$ cat src/rtl/ha_array_accumulator.sv
// ha_array_accumulator
// Final-summation stage behind the half-adder array front end of the
// approximate 8x8 multiplier. It captures the four carry/sum row pairs,
// weights them by position and accumulates them into an 18-bit sum over
// 4/ROWS_PER_CYCLE cycles. The low OUT_W bits are presented on p, and any
// higher bits are flagged on ovf. The block uses a valid/ready handshake on
// both sides.
// Optional feature: define ERR_MON_EN to add an exact x*y reference, a signed
// error output and a sticky maximum absolute error.
module ha_array_accumulator #(
  parameter int ROWS_PER_CYCLE = 1,
  parameter int OUT_W          = 16
) (
  input  logic             clk,
  input  logic             rst,
  input  logic             in_valid,
  output logic             in_ready,
  input  logic [6:0]       ha_array_0_b,
  input  logic [6:0]       ha_array_1_b,
  input  logic [6:0]       ha_array_2_b,
  input  logic [6:0]       ha_array_3_b,
  input  logic [8:0]       ha_array_0_t,
  input  logic [8:0]       ha_array_1_t,
  input  logic [8:0]       ha_array_2_t,
  input  logic [8:0]       ha_array_3_t,
  input  logic [7:0]       x,
  input  logic [7:0]       y,
  output logic             out_valid,
  input  logic             out_ready,
  output logic [OUT_W-1:0] p,
  output logic             ovf,
  output logic [17:0]      err,
  output logic [16:0]      max_abs_err
);

  typedef enum logic [1:0] {IDLE, ACC, DONE} state_t;

  localparam logic [1:0] LAST_CNT = 2'(4 - ROWS_PER_CYCLE);
  localparam logic [1:0] CNT_STEP = 2'(ROWS_PER_CYCLE);

  if (!(ROWS_PER_CYCLE == 1 || ROWS_PER_CYCLE == 2 || ROWS_PER_CYCLE == 4)) begin : g_bad_rows
    $error("ha_array_accumulator: ROWS_PER_CYCLE must be 1, 2 or 4");
  end
  if (OUT_W < 1 || OUT_W > 18) begin : g_bad_width
    $error("ha_array_accumulator: OUT_W must be between 1 and 18");
  end

  state_t      state;
  logic [1:0]  cnt;
  logic [17:0] acc;
  logic [17:0] acc_next;
  logic [17:0] group_sum;
  logic [1:0]  idx;
  logic [6:0]  b_reg [4];
  logic [8:0]  t_reg [4];
  logic        capture;
  logic        last_group;

  assign in_ready   = (state == IDLE) || (state == DONE && out_ready);
  assign capture    = in_valid && in_ready;
  assign last_group = (cnt == LAST_CNT);
  assign acc_next   = acc + group_sum;
  assign p          = acc[OUT_W-1:0];
  assign ovf        = |(acc >> OUT_W);

  // Weighted sum of the arrays handled this cycle; array k lands at bit 2k
  always_comb begin
    group_sum = '0;
    idx       = '0;
    for (int j = 0; j < ROWS_PER_CYCLE; j++) begin
      idx       = cnt + 2'(j);
      group_sum = group_sum +
                  (({9'd0, t_reg[idx]} + {9'd0, b_reg[idx], 2'b00}) << {idx, 1'b0});
    end
  end

  // Input registers load on every accepted handshake and are wiped by reset
  always_ff @(posedge clk) begin
    if (rst) begin
      for (int k = 0; k < 4; k++) begin
        b_reg[k] <= '0;
        t_reg[k] <= '0;
      end
    end else if (capture) begin
      b_reg[0] <= ha_array_0_b;
      b_reg[1] <= ha_array_1_b;
      b_reg[2] <= ha_array_2_b;
      b_reg[3] <= ha_array_3_b;
      t_reg[0] <= ha_array_0_t;
      t_reg[1] <= ha_array_1_t;
      t_reg[2] <= ha_array_2_t;
      t_reg[3] <= ha_array_3_t;
    end
  end

  // Control FSM: capture, accumulate group by group, then hold the result
  always_ff @(posedge clk) begin
    if (rst) begin
      state     <= IDLE;
      cnt       <= '0;
      acc       <= '0;
      out_valid <= 1'b0;
    end else begin
      case (state)
        IDLE: begin
          if (capture) begin
            acc   <= '0;
            cnt   <= '0;
            state <= ACC;
          end
        end
        ACC: begin
          acc <= acc_next;
          cnt <= cnt + CNT_STEP;
          if (last_group) begin
            state     <= DONE;
            out_valid <= 1'b1;
          end
        end
        DONE: begin
          if (out_ready) begin
            out_valid <= 1'b0;
            if (in_valid) begin
              acc   <= '0;
              cnt   <= '0;
              state <= ACC;
            end else begin
              state <= IDLE;
            end
          end
        end
        default: begin
          state     <= IDLE;
          out_valid <= 1'b0;
        end
      endcase
    end
  end

`ifdef ERR_MON_EN
  logic [7:0]  x_reg;
  logic [7:0]  y_reg;
  logic [15:0] exact_prod;
  logic [17:0] err_next;
  logic [17:0] abs_next;

  assign exact_prod = x_reg * y_reg;
  assign err_next   = acc_next - {2'b00, exact_prod};
  assign abs_next   = err_next[17] ? (18'd0 - err_next) : err_next;

  // Error monitor: signed error and sticky peak, both updated on entry to DONE
  always_ff @(posedge clk) begin
    if (rst) begin
      x_reg       <= '0;
      y_reg       <= '0;
      err         <= '0;
      max_abs_err <= '0;
    end else begin
      if (capture) begin
        x_reg <= x;
        y_reg <= y;
      end
      if (state == ACC && last_group) begin
        err <= err_next;
        if (abs_next[16:0] > max_abs_err) begin
          max_abs_err <= abs_next[16:0];
        end
      end
    end
  end
`else
  logic unused_xy;

  assign unused_xy   = ^{x, y};
  assign err         = '0;
  assign max_abs_err = '0;
`endif

endmodule
$ cat config.mk
export PLATFORM = sky130hd
export DESIGN_NAME = ha_array_accumulator
export DESIGN_NICKNAME = d
export VERILOG_FILES = /design/src/rtl/ha_array_accumulator.sv
export SDC_FILE = /design/constraint.sdc
export NUM_CORES = 1
export LEC_CHECK = 0
export BUFFER_PORTS_ARGS = -buffer_cell sky130_fd_sc_hd__clkbuf_2
export CAP_MARGIN = 5
export CORE_MARGIN = 5
export CORE_UTILIZATION = 55
export CTS_CLUSTER_DIAMETER = 100
export DETAILED_ROUTE_END_ITERATION = 8
export HOLD_SLACK_MARGIN = 0.12
export PLACE_DENSITY = 0.9
export SYNTH_ARGS = -nofsm -noshare
export SYNTH_HDL_FRONTEND = slang
export SYNTH_SLANG_ARGS = --single-unit
$ cat constraint.sdc
create_clock -name clk -period 8.2 [get_ports clk]
set_clock_uncertainty 0.15 [all_clocks]
set_input_delay 1.23 -clock clk [delete_from_list [all_inputs] [get_ports clk]]
set_output_delay 1.23 -clock clk [all_outputs]
set_load 0.01 [all_outputs]
==> out/results.tsv, run 1 <==
stage	metric	value	unit
grt	vias in the first global route	3752	
route	max layer used	met4	
yosys	largest cells by area after synthesis	edfxtp_1 36%, dfxtp_1 9.4%, and2_1 7.7%	
sta	Slew HR	25.9	%
route	final wirelength	10200	um
pwr	Cell Pwr Density	202	nW/um2
floorplanning	area of the die	11800	um2
grt	initial antenna violation count	0	
floorplanning	core box area	9640	um2
layout	max reg flops	36	
floorplanning	FP Rows	36	
sta	fmax	193	MHz
yosys	EDFF count, synth	64	
yosys	async set or reset register ratio after synthesis	0	%
placed_design	GPL Wtd Cong	0.830	
route	Met1 Wirelength	4360	um
cts	Clock Path Buffers	2	
yosys	synthesized area per cell	10.8	um2
grt	largest net degree at the start of global routing	65	
critical_path	CP Capture Type	flip-flop	
cts	Clock Tree Root	clkbuf_8	
grt	Total Routing Usage GR	18.1	%
outcome	status	finished clean	
yosys	Synth area leader	edfxtp_1	
yosys	#FFs+latches synth	89	
route	DRT iter0 DRCs	176	
floorplanning	Die Span Y	109	um
cts	CTS H-Tree Depth	3	
layout	Fillers	823	
critical_path	Worst Path Required	8.28	ns
layout	Layout Nets	664	
pwr	Leak Pwr	2.61	nW
cts	Worst-path clk slew	0.09	ns
floorplanning	die width	109	um
yosys	cell count after synthesis	492	
critical_path	CP Launch Type	flip-flop	
route	via/cell ratio	5.34	
placed_design	DP HPWL	7720	um
sta	Final min period	5.18	ns
layout	Util after Layout	60.3	%
route	via count	3691	
route	Detail Route Antenna Nets	0	
floorplanning	IO Count	138	
sta	max-slew violations	0	
layout	layout cells sized above 1	22.8	%
critical_path	CP Class	reg -> reg	
yosys	warnings from Yosys	0	
yosys	top-area cell type share of the netlist area	36.0	%
route	DRT Pass-1 Iters	4	
cts	Post-CTS Hold Buffers	0	
route	DRC viols	0	
floorplanning	starting density of the core	55.4	%
grt	first-pass GRT wire length	16900	um
cts	Num CTS Buffers	9	
route	wire per inst	14.8	um
min_path	Hold Startpoint	acc[17]	
sta	RSZ-0062 raised after global routing	false	
sta	Final period util	63.2	%
sta	final hold vios	0	
yosys	top-count cell post-synth	and2_1	
layout	area delta synth->final	8.91	%
sta	setup TNS	0	ns
job	max_cap viols	0	
yosys	Post-Syn Area	5340	um2
cts	CTS resizes	0	
cts	CTS tree	yes	
cts	clk sink count	89	
cts	latest clock arrival within the worst-skew pair	0.36	ns
layout	Diodes inserted	0	
sta	Final Setup Violations	0	
route	WL met3	653	um
yosys	Seq/Total Area, Yosys	45.4	%
critical_path	critical path fanouts, max	16	
yosys	Yosys cell types	49	
cts	setup bufs post-CTS	0	
yosys	Top FF cell, synth	edfxtp_1	
placed_design	port bufs	86	
route	WL met2	5030	um
yosys	top cells by count, synth	66 x and2_1, 64 x edfxtp_1, 51 x buf_4	
grt	Remaining Overflow, GRT	0	
sta	worst-margin pin slew	1.11	ns
critical_path	CP arrival	5.26	ns
pwr	worst vdd ir	0.102	mV
min_path	worst hold path type	reg -> reg	
==> final cells by class <==
type / count / area, um2 / share of cell area (%)
sequential: 89 / 2420 / 41.7
timing repair buffer: 88 / 445 / 7.66
inverter: 7 / 26.3 / 0.452
multi-input combinational: 358 / 2550 / 43.9
clock inverter: 6 / 72.6 / 1.25
tap: 133 / 166 / 2.86
clock buffer: 10 / 128 / 2.20
==> path summary, 6_finish.rpt <==
check / endpoint / cells past startpoint / slack [ns]
worst max-delay path: acc[16] / 15 / 3.02
worst min-delay path: acc[17] / 2 / 0.33
worst max register to register: acc[16] / 15 / 3.02
worst min register to register: acc[17] / 2 / 0.33
==> placed cells by master, fill, tap and decap left out, drive strengths merged, types with 10 or more instances in the layout <==
cell type and instances:
and2 66, inv 10, nand2 26, ha 25, a21oi 20, mux4 16
edfxtp 64, o21ai 14, a21o 18, conb 35, dfxtp 25, clkbuf 96
nor2 33
==> routing by layer <==
layer / global-route usage (%) / vias up
met5: 0 / -
met4: 5.95 / 0
met3: 3.70 / 19
met2: 30.6 / 122
met1: 23.4 / 1737
li1: - / 1813
==> worst max-delay path: stages, from the launching register on <==
cell and delay, ns:
dfxtp_1 1.06, mux4_2 0.66, ha_1 0.31, a211oi_1 0.23
nor2_1 0.12, o31a_1 0.28, a21o_1 0.18, o21ai_0 0.29
o2bb2ai_1 0.19, ha_1 0.37, a21oi_1 0.32, nor2_1 0.10
a221oi_1 0.40, nor3_1 0.08, a221oi_1 0.21, nand3_1 0.11
==> where the power goes <==
part	total [mW]	switching [mW]	internal (mW)
logic	0.313	0.171	0.142
registers	0.550	0.0273	0.523
clock network	0.309	0.164	0.145
==> per-stage QoR <==
step	worst slack (ns)	power, mW	hold WS (ns)	instance area, um2	cells
detailed placement	3.00	0.871	0.314	5610	675
finish	3.02	1.17	0.328	5810	691
global placement	3.03	0.857	0.306	5610	675
CTS	2.98	1.18	0.326	5810	691
floorplan	3.66	0.817	0.288	5460	526
global route	2.41	1.24	0.341	5810	691
==> logic make-up after synthesis <==
logic type      after synthesis  synth area share (%)
other cells                   1                0.0703
flops                        89                  45.4
buf+inv                      79                  9.24
fa+ha+maj                    27                  6.61
compound gates               89                  11.3
simple gates                171                  17.1
mux                          24                  8.30
xor+xnor                     12                  1.97
No activity file was read; power rests on OpenSTA's default activity.
==> run 2, diff against run 1 <==
--- a/config.mk
+++ b/config.mk
@@ -8,11 +8,11 @@
 export BUFFER_PORTS_ARGS = -buffer_cell sky130_fd_sc_hd__clkbuf_2
 export CAP_MARGIN = 5
 export CORE_MARGIN = 5
-export CORE_UTILIZATION = 55
+export CORE_UTILIZATION = 49
 export CTS_CLUSTER_DIAMETER = 100
 export DETAILED_ROUTE_END_ITERATION = 8
 export HOLD_SLACK_MARGIN = 0.12
-export PLACE_DENSITY = 0.9
+export PLACE_DENSITY = 0.85
 export SYNTH_ARGS = -nofsm -noshare
 export SYNTH_HDL_FRONTEND = slang
 export SYNTH_SLANG_ARGS = --single-unit
==> constraint.sdc (replaced) <==
create_clock -name clk -period 4.4 [get_ports clk]
set_clock_uncertainty 0.15 [all_clocks]
set_input_delay 0.66 -clock clk [delete_from_list [all_inputs] [get_ports clk]]
set_output_delay 0.66 -clock clk [all_outputs]
set_load 0.01 [all_outputs]
==> out/results.tsv, run 2 (synthesis results as in run 1) <==
stage	metric	value	unit	change
outcome	status	finished clean		unchanged
sta	setup ws final	0.233	ns	was 3.02 ns
critical_path	Worst Path Required	4.50	ns	was 8.28 ns
grt	first-pass GRT wire length	17300	um	was 16900 um
pwr	Combinational Power Share	30.5	%	was 26.7%
critical_path	critical path fanouts, max	9		was 16
floorplanning	Die Span Y	114	um	was 109 um
layout	Util after Layout	56.9	%	was 60.3%
layout	Diodes inserted	0		unchanged
critical_path	CP Class	reg -> reg		unchanged
min_path	worst hold path type	reg -> reg		unchanged
sta	final hold vios	0		unchanged
cts	latest clock arrival within the worst-skew pair	0.36	ns	about the same
pwr	sequential share of power	45.1	%	was 46.9%
sta	worst-margin pin slew	0.828	ns	was 1.11 ns
layout	max reg flops	36		unchanged
cts	Post-CTS Hold Buffers	0		unchanged
route	DRT iter0 DRCs	154		was 176
route	Detail Route Antenna Nets	0		unchanged
pwr	worst vdd ir	0.205	mV	was 0.102 mV
critical_path	critical path, cell by cell	buf_12, mux4_2, ha_2, fa_2, buf_4, xor2_1, mux2i_1, o21ai_0, ha_1, and3_1, a221oi_2, o21ai_2, a21o_1, a211o_1, a32o_1		was mux4_2, ha_1, a211oi_1, nor2_1, o31a_1, a21o_1, o21ai_0, o2bb2ai_1, ha_1, a21oi_1, nor2_1, a221oi_1, nor3_1, a221oi_1, nand3_1
cts	Clock Path Buffers	2		unchanged
critical_path	Slowest cell on crit path	mux4_2		was dfxtp_1
cts	Clock Tree Root	clkbuf_8		unchanged
pwr	Sw Pwr	689	uW	was 362 uW
cts	clk sink count	89		unchanged
sta	hold slack	0.318	ns	was 0.328 ns
cts	Num CTS Buffers	9		unchanged
layout	Layout Nets	681		was 664
sta	Final period util	94.7	%	was 63.2%
sta	Slew HR	44.7	%	was 25.9%
sta	Final Setup Violations	0		unchanged
route	via/cell ratio	5.18		was 5.34
sta	Final min period	4.17	ns	was 5.18 ns
floorplanning	area of the die	13100	um2	was 11800 um2
pwr	Pint	1.57	mW	was 809 uW
placed_design	dpl ws	-0.0216	ns	was 3.00 ns
layout	commonest cells after routing, fill and taps aside	86 x clkbuf_2, 66 x and2_1, 64 x edfxtp_1		unchanged
placed_design	GPL Wtd Cong	0.821		was 0.830
critical_path	largest stage delay on the critical path	0.52	ns	was 1.06 ns
floorplanning	die width	114	um	was 109 um
pwr	Leak Pwr	2.70	nW	was 2.61 nW
floorplanning	IO Count	138		unchanged
grt	Remaining Overflow, GRT	0		unchanged
placed_design	DP HPWL	7950	um	was 7720 um
placed_design	port bufs	86		unchanged
grt	initial antenna violation count	0		unchanged
cts	CTS H-Tree Depth	3		unchanged
cts	Worst-path clk slew	0.09	ns	about the same
pwr	Cell Pwr Density	370	nW/um2	was 202 nW/um2
job	max_cap viols	0		unchanged
grt	Total Routing Usage GR	16.6	%	was 18.1%
floorplanning	FP Rows	38		was 36
sta	max-slew violations	0		unchanged
grt	vias in the first global route	3758		was 3752
pwr	Switching Fraction	30.5	%	was 30.9%
critical_path	CP arrival	4.27	ns	was 5.26 ns
layout	area delta synth->final	14.5	%	was 8.91%
critical_path	CP Capture Type	flip-flop		unchanged
cts	CTS tree	yes		unchanged
grt	largest net degree at the start of global routing	65		unchanged
layout	layout cells sized above 1	29.4	%	was 22.8%
sta	setup TNS	0	ns	unchanged
route	via count	3704		was 3691
route	wire per inst	14.6	um	was 14.8 um
floorplanning	core box area	10700	um2	was 9640 um2
route	DRT Pass-1 Iters	4		unchanged
route	final wirelength	10400	um	was 10200 um
pwr	Clk pwr share	24.4	%	was 26.4%
floorplanning	starting density of the core	49.7	%	was 55.4%
route	DRC viols	0		unchanged
sta	fmax	240	MHz	was 193 MHz
layout	commonest non-fill, non-tap cell in the layout	clkbuf_2		unchanged
critical_path	CP Launch Type	flip-flop		unchanged
-- run 2: cell types whose count changed in the layout (fill, tap and decap cells not counted), moves of 3 or more --
| cell | before | now |
|---|---|---|
| buf_4 | 2 | 17 |
| o21ai_1 | 0 | 3 |
| ha_4 | 0 | 5 |
| a21oi_2 | 0 | 4 |
| ha_1 | 25 | 18 |
| o21ai_0 | 13 | 10 |
| a21oi_1 | 20 | 16 |
-- run 2: area by class of cell --
| type | count | area [um2] |
|---|---|---|
| Clock buffer | 9 | 124 |
| Tap cell | 140 | 175 |
| Sequential cell | 89 | 2420 |
| Clock inverter | 7 | 68.8 |
| Timing Repair Buffer | 105 | 598 |
| Multi-Input combinational cell | 358 | 2690 |
| Fill cell | 913 | 4640 |
| Inverter | 7 | 26.3 |
-- run 2: worst paths after layout --
path,startpoint,end,slack (ns),cells after the start
max,flip-flop,acc[10],0.23,15
min,acc[17],acc[17],0.32,2
max reg2reg,flip-flop,acc[10],0.23,15
min reg2reg,acc[17],acc[17],0.32,2
-- run 2: worst max-delay path: cells and delay by family (launching register included) --
kind | cells | cell delay [ns]
muxes | 2 | 0.70
buffers and inverters | 2 | 0.28
DFF | 1 | 0.35
and+or+nand+nor | 1 | 0.19
xor gates and xnor gates | 1 | 0.16
AOI/OAI and AO/OA | 6 | 1.30
adders and majority gates | 3 | 0.92
-- run 2: routing by layer --
layer | up-vias | track usage [%] | wire (um)
li1 | 1845 | - | -
met1 | 1686 | 20.9 | 4500
met2 | 145 | 26.5 | 4850
met3 | 28 | 4.86 | 767
met4 | 0 | 7.28 | 308
met5 | - | 0 | 0
-- run 2: per-stage QoR --
step	power, mW	cells	instance area (um2)
after floorplan	1.52	526	5470
after global placement	1.63	696	5740
after detailed placement	1.66	696	5740
after CTS	2.20	712	5950
after global routing	2.40	715	6110
final	2.26	715	6110
-- run 2: power groups by stage --
stage | clock (mW) | combinational (mW) | sequential [mW]
after global placement | 0 | 0.600 | 1.03
after floorplan | 0 | 0.509 | 1.01
after global routing | 0.602 | 0.768 | 1.03
after detailed placement | 0 | 0.619 | 1.04
after CTS | 0.564 | 0.624 | 1.02
final | 0.552 | 0.688 | 1.02
-- run 2: timing repair --
item	CTS	global route
buffers inserted	0	3
endpoints found under the setup margin	5	9
pin swaps	0	5
gates resized for setup	4	29
==> run 3, diff against run 2 <==
==> config.mk (replaced) <==
export PLATFORM = sky130hd
export DESIGN_NAME = ha_array_accumulator
export DESIGN_NICKNAME = d
export VERILOG_FILES = /design/src/rtl/ha_array_accumulator.sv
export SDC_FILE = /design/constraint.sdc
export NUM_CORES = 1
export LEC_CHECK = 0
export CAP_MARGIN = 5
export CORE_MARGIN = 5
export CORE_UTILIZATION = 55
export CTS_CLUSTER_DIAMETER = 100
export DETAILED_ROUTE_END_ITERATION = 8
export DONT_BUFFER_PORTS = 1
export HOLD_SLACK_MARGIN = 0.12
export PLACE_DENSITY = 0.8
export SYNTH_ARGS = -nofsm -noshare
export SYNTH_HDL_FRONTEND = slang
export SYNTH_SLANG_ARGS = --single-unit
==> out/results.tsv, run 3 (synthesis results as in run 1) <==
stage	metric	value	unit	change
floorplanning	IO Count	138		unchanged
sta	setup ws final	0.138	ns	was 0.233 ns
cts	Post-CTS Hold Buffers	0		unchanged
pwr	Cell Pwr Density	390	nW/um2	was 370 nW/um2
outcome	status	finished clean		unchanged
grt	first-pass GRT wire length	15900	um	was 17300 um
grt	largest net degree at the start of global routing	65		unchanged
placed_design	placed insts	606		was 696
layout	post-route insts no fill	628		was 715
placed_design	GPL Wtd Cong	0.870		was 0.821
sta	fmax	235	MHz	was 240 MHz
sta	Final Setup Violations	0		unchanged
sta	setup TNS	0	ns	unchanged
layout	design area	5710	um2	was 6110 um2
sta	hold slack	0.213	ns	was 0.318 ns
placed_design	port bufs	0		was 86
cts	Clock Path Buffers	2		unchanged
floorplanning	die width	109	um	was 114 um
pwr	Power Total	2.23	mW	was 2.26 mW
floorplanning	Die Span Y	109	um	was 114 um
layout	area delta synth->final	6.96	%	was 14.5%
placed_design	placed cell area	5320	um2	was 5740 um2
critical_path	CP Capture Type	flip-flop		unchanged
layout	Diodes inserted	0		unchanged
route	via count	3451		was 3704
cts	clk sink count	89		unchanged
route	DRC viols	0		unchanged
placed_design	DP HPWL	7560	um	was 7950 um
layout	commonest non-fill, non-tap cell in the layout	and2_1		was clkbuf_2
cts	latest clock arrival within the worst-skew pair	0.36	ns	about the same
sta	Slew HR	35.8	%	was 44.7%
floorplanning	FP Rows	36		was 38
critical_path	CP Launch Type	flip-flop		unchanged
sta	Final min period	4.26	ns	was 4.17 ns
route	via/cell ratio	5.50		was 5.18
cts	Num CTS Buffers	9		unchanged
critical_path	critical path fanouts, max	7		was 9
min_path	worst hold path type	in -> reg		was reg -> reg
cts	Worst-path clk slew	0.10	ns	was 0.09 ns
sta	max-slew violations	0		unchanged
grt	initial antenna violation count	0		unchanged
critical_path	Worst Path Required	4.50	ns	about the same
critical_path	CP arrival	4.36	ns	was 4.27 ns
layout	commonest cells after routing, fill and taps aside	66 x and2_1, 64 x edfxtp_1, 35 x conb_1		was 86 x clkbuf_2, 66 x and2_1, 64 x edfxtp_1
critical_path	CP Class	reg -> reg		unchanged
grt	vias in the first global route	3351		was 3758
job	max_cap viols	0		unchanged
critical_path	FF-to-FF path depth	16		was 15
pwr	Leak Pwr	2.35	nW	was 2.70 nW
placed_design	dpl ws	-0.0869	ns	was -0.0216 ns
route	DRT Pass-1 Iters	4		unchanged
layout	Layout Nets	601		was 681
sta	worst-margin pin slew	0.961	ns	was 0.828 ns
grt	Remaining Overflow, GRT	0		unchanged
layout	max reg flops	36		unchanged
sta	final hold vios	0		unchanged
route	DRT iter0 DRCs	152		was 154
sta	Final period util	96.9	%	was 94.7%
floorplanning	starting density of the core	55.4	%	was 49.7%
layout	Util after Layout	59.2	%	was 56.9%
cts	Clock Tree Root	clkbuf_8		unchanged
floorplanning	area of the die	11800	um2	was 13100 um2
route	Detail Route Antenna Nets	0		unchanged
pwr	worst vdd ir	0.183	mV	was 0.205 mV
cts	CTS tree	yes		unchanged
floorplanning	core box area	9640	um2	was 10700 um2
route	final wirelength	10400	um	about the same
min_path	hold depth	1		was 2
layout	layout cells sized above 1	17.4	%	was 29.4%
route	wire per inst	16.5	um	was 14.6 um
cts	CTS H-Tree Depth	3		unchanged
grt	Total Routing Usage GR	17.3	%	was 16.6%
[run 3: where the power goes]
group	internal (mW)	switching, mW	total (mW)	leakage [nW]
Clock	0.218	0.318	0.536	0.0957
Combinational	0.312	0.348	0.660	1.36
Sequential	0.975	0.0565	1.03	0.895
[run 3: metal layers]
metal / GRT usage (%) / vias to the layer above / routed length [um]
met1: 22.2 / 1630 / 4330
met2: 29.0 / 124 / 5190
met4: 5.95 / 0 / 168
met3: 3.64 / 17 / 659
met5: 0 / - / 0
li1: - / 1680 / -
[run 3: repair_timing]
item / in CTS / in global routing
buffers inserted: 0 / 6
pin swaps: 0 / 6
gates resized for setup: 5 / 29
setup endpoints to repair: 7 / 8
[run 3: critical path, cell delays in order (launching register included)]
cell and delay [ns]:
dfxtp_4 0.38, buf_12 0.13, mux4_2 0.54, ha_1 0.34, a211oi_1 0.24, nor2_1 0.10, o31a_1 0.27, a21o_1 0.18
o21ai_1 0.18, o21a_1 0.21, ha_1 0.29, a21oi_2 0.24, nor2_1 0.07, a2bb2o_1 0.30, a311oi_2 0.29, xor2_1 0.17
o21ai_0 0.08
[run 3: cell type report]
cell class                      instances  area [um2]
Clock buffer                            9         124
Clock inverter                          7        61.3
Sequential cell                        89        2430
Fill cell                             773        3930
Tap cell                              133         166
Inverter                                7        26.3
Multi-Input combinational cell        358        2690
Timing Repair Buffer                   25         213
[run 3: final timing paths]
check | from | to | slack [ns]
worst max-delay path | flip-flop | acc[14] | 0.14
worst min-delay path | rst | state[1] | 0.21
worst max register to register | flip-flop | acc[14] | 0.14
worst min register to register | acc[17] | acc[17] | 0.32
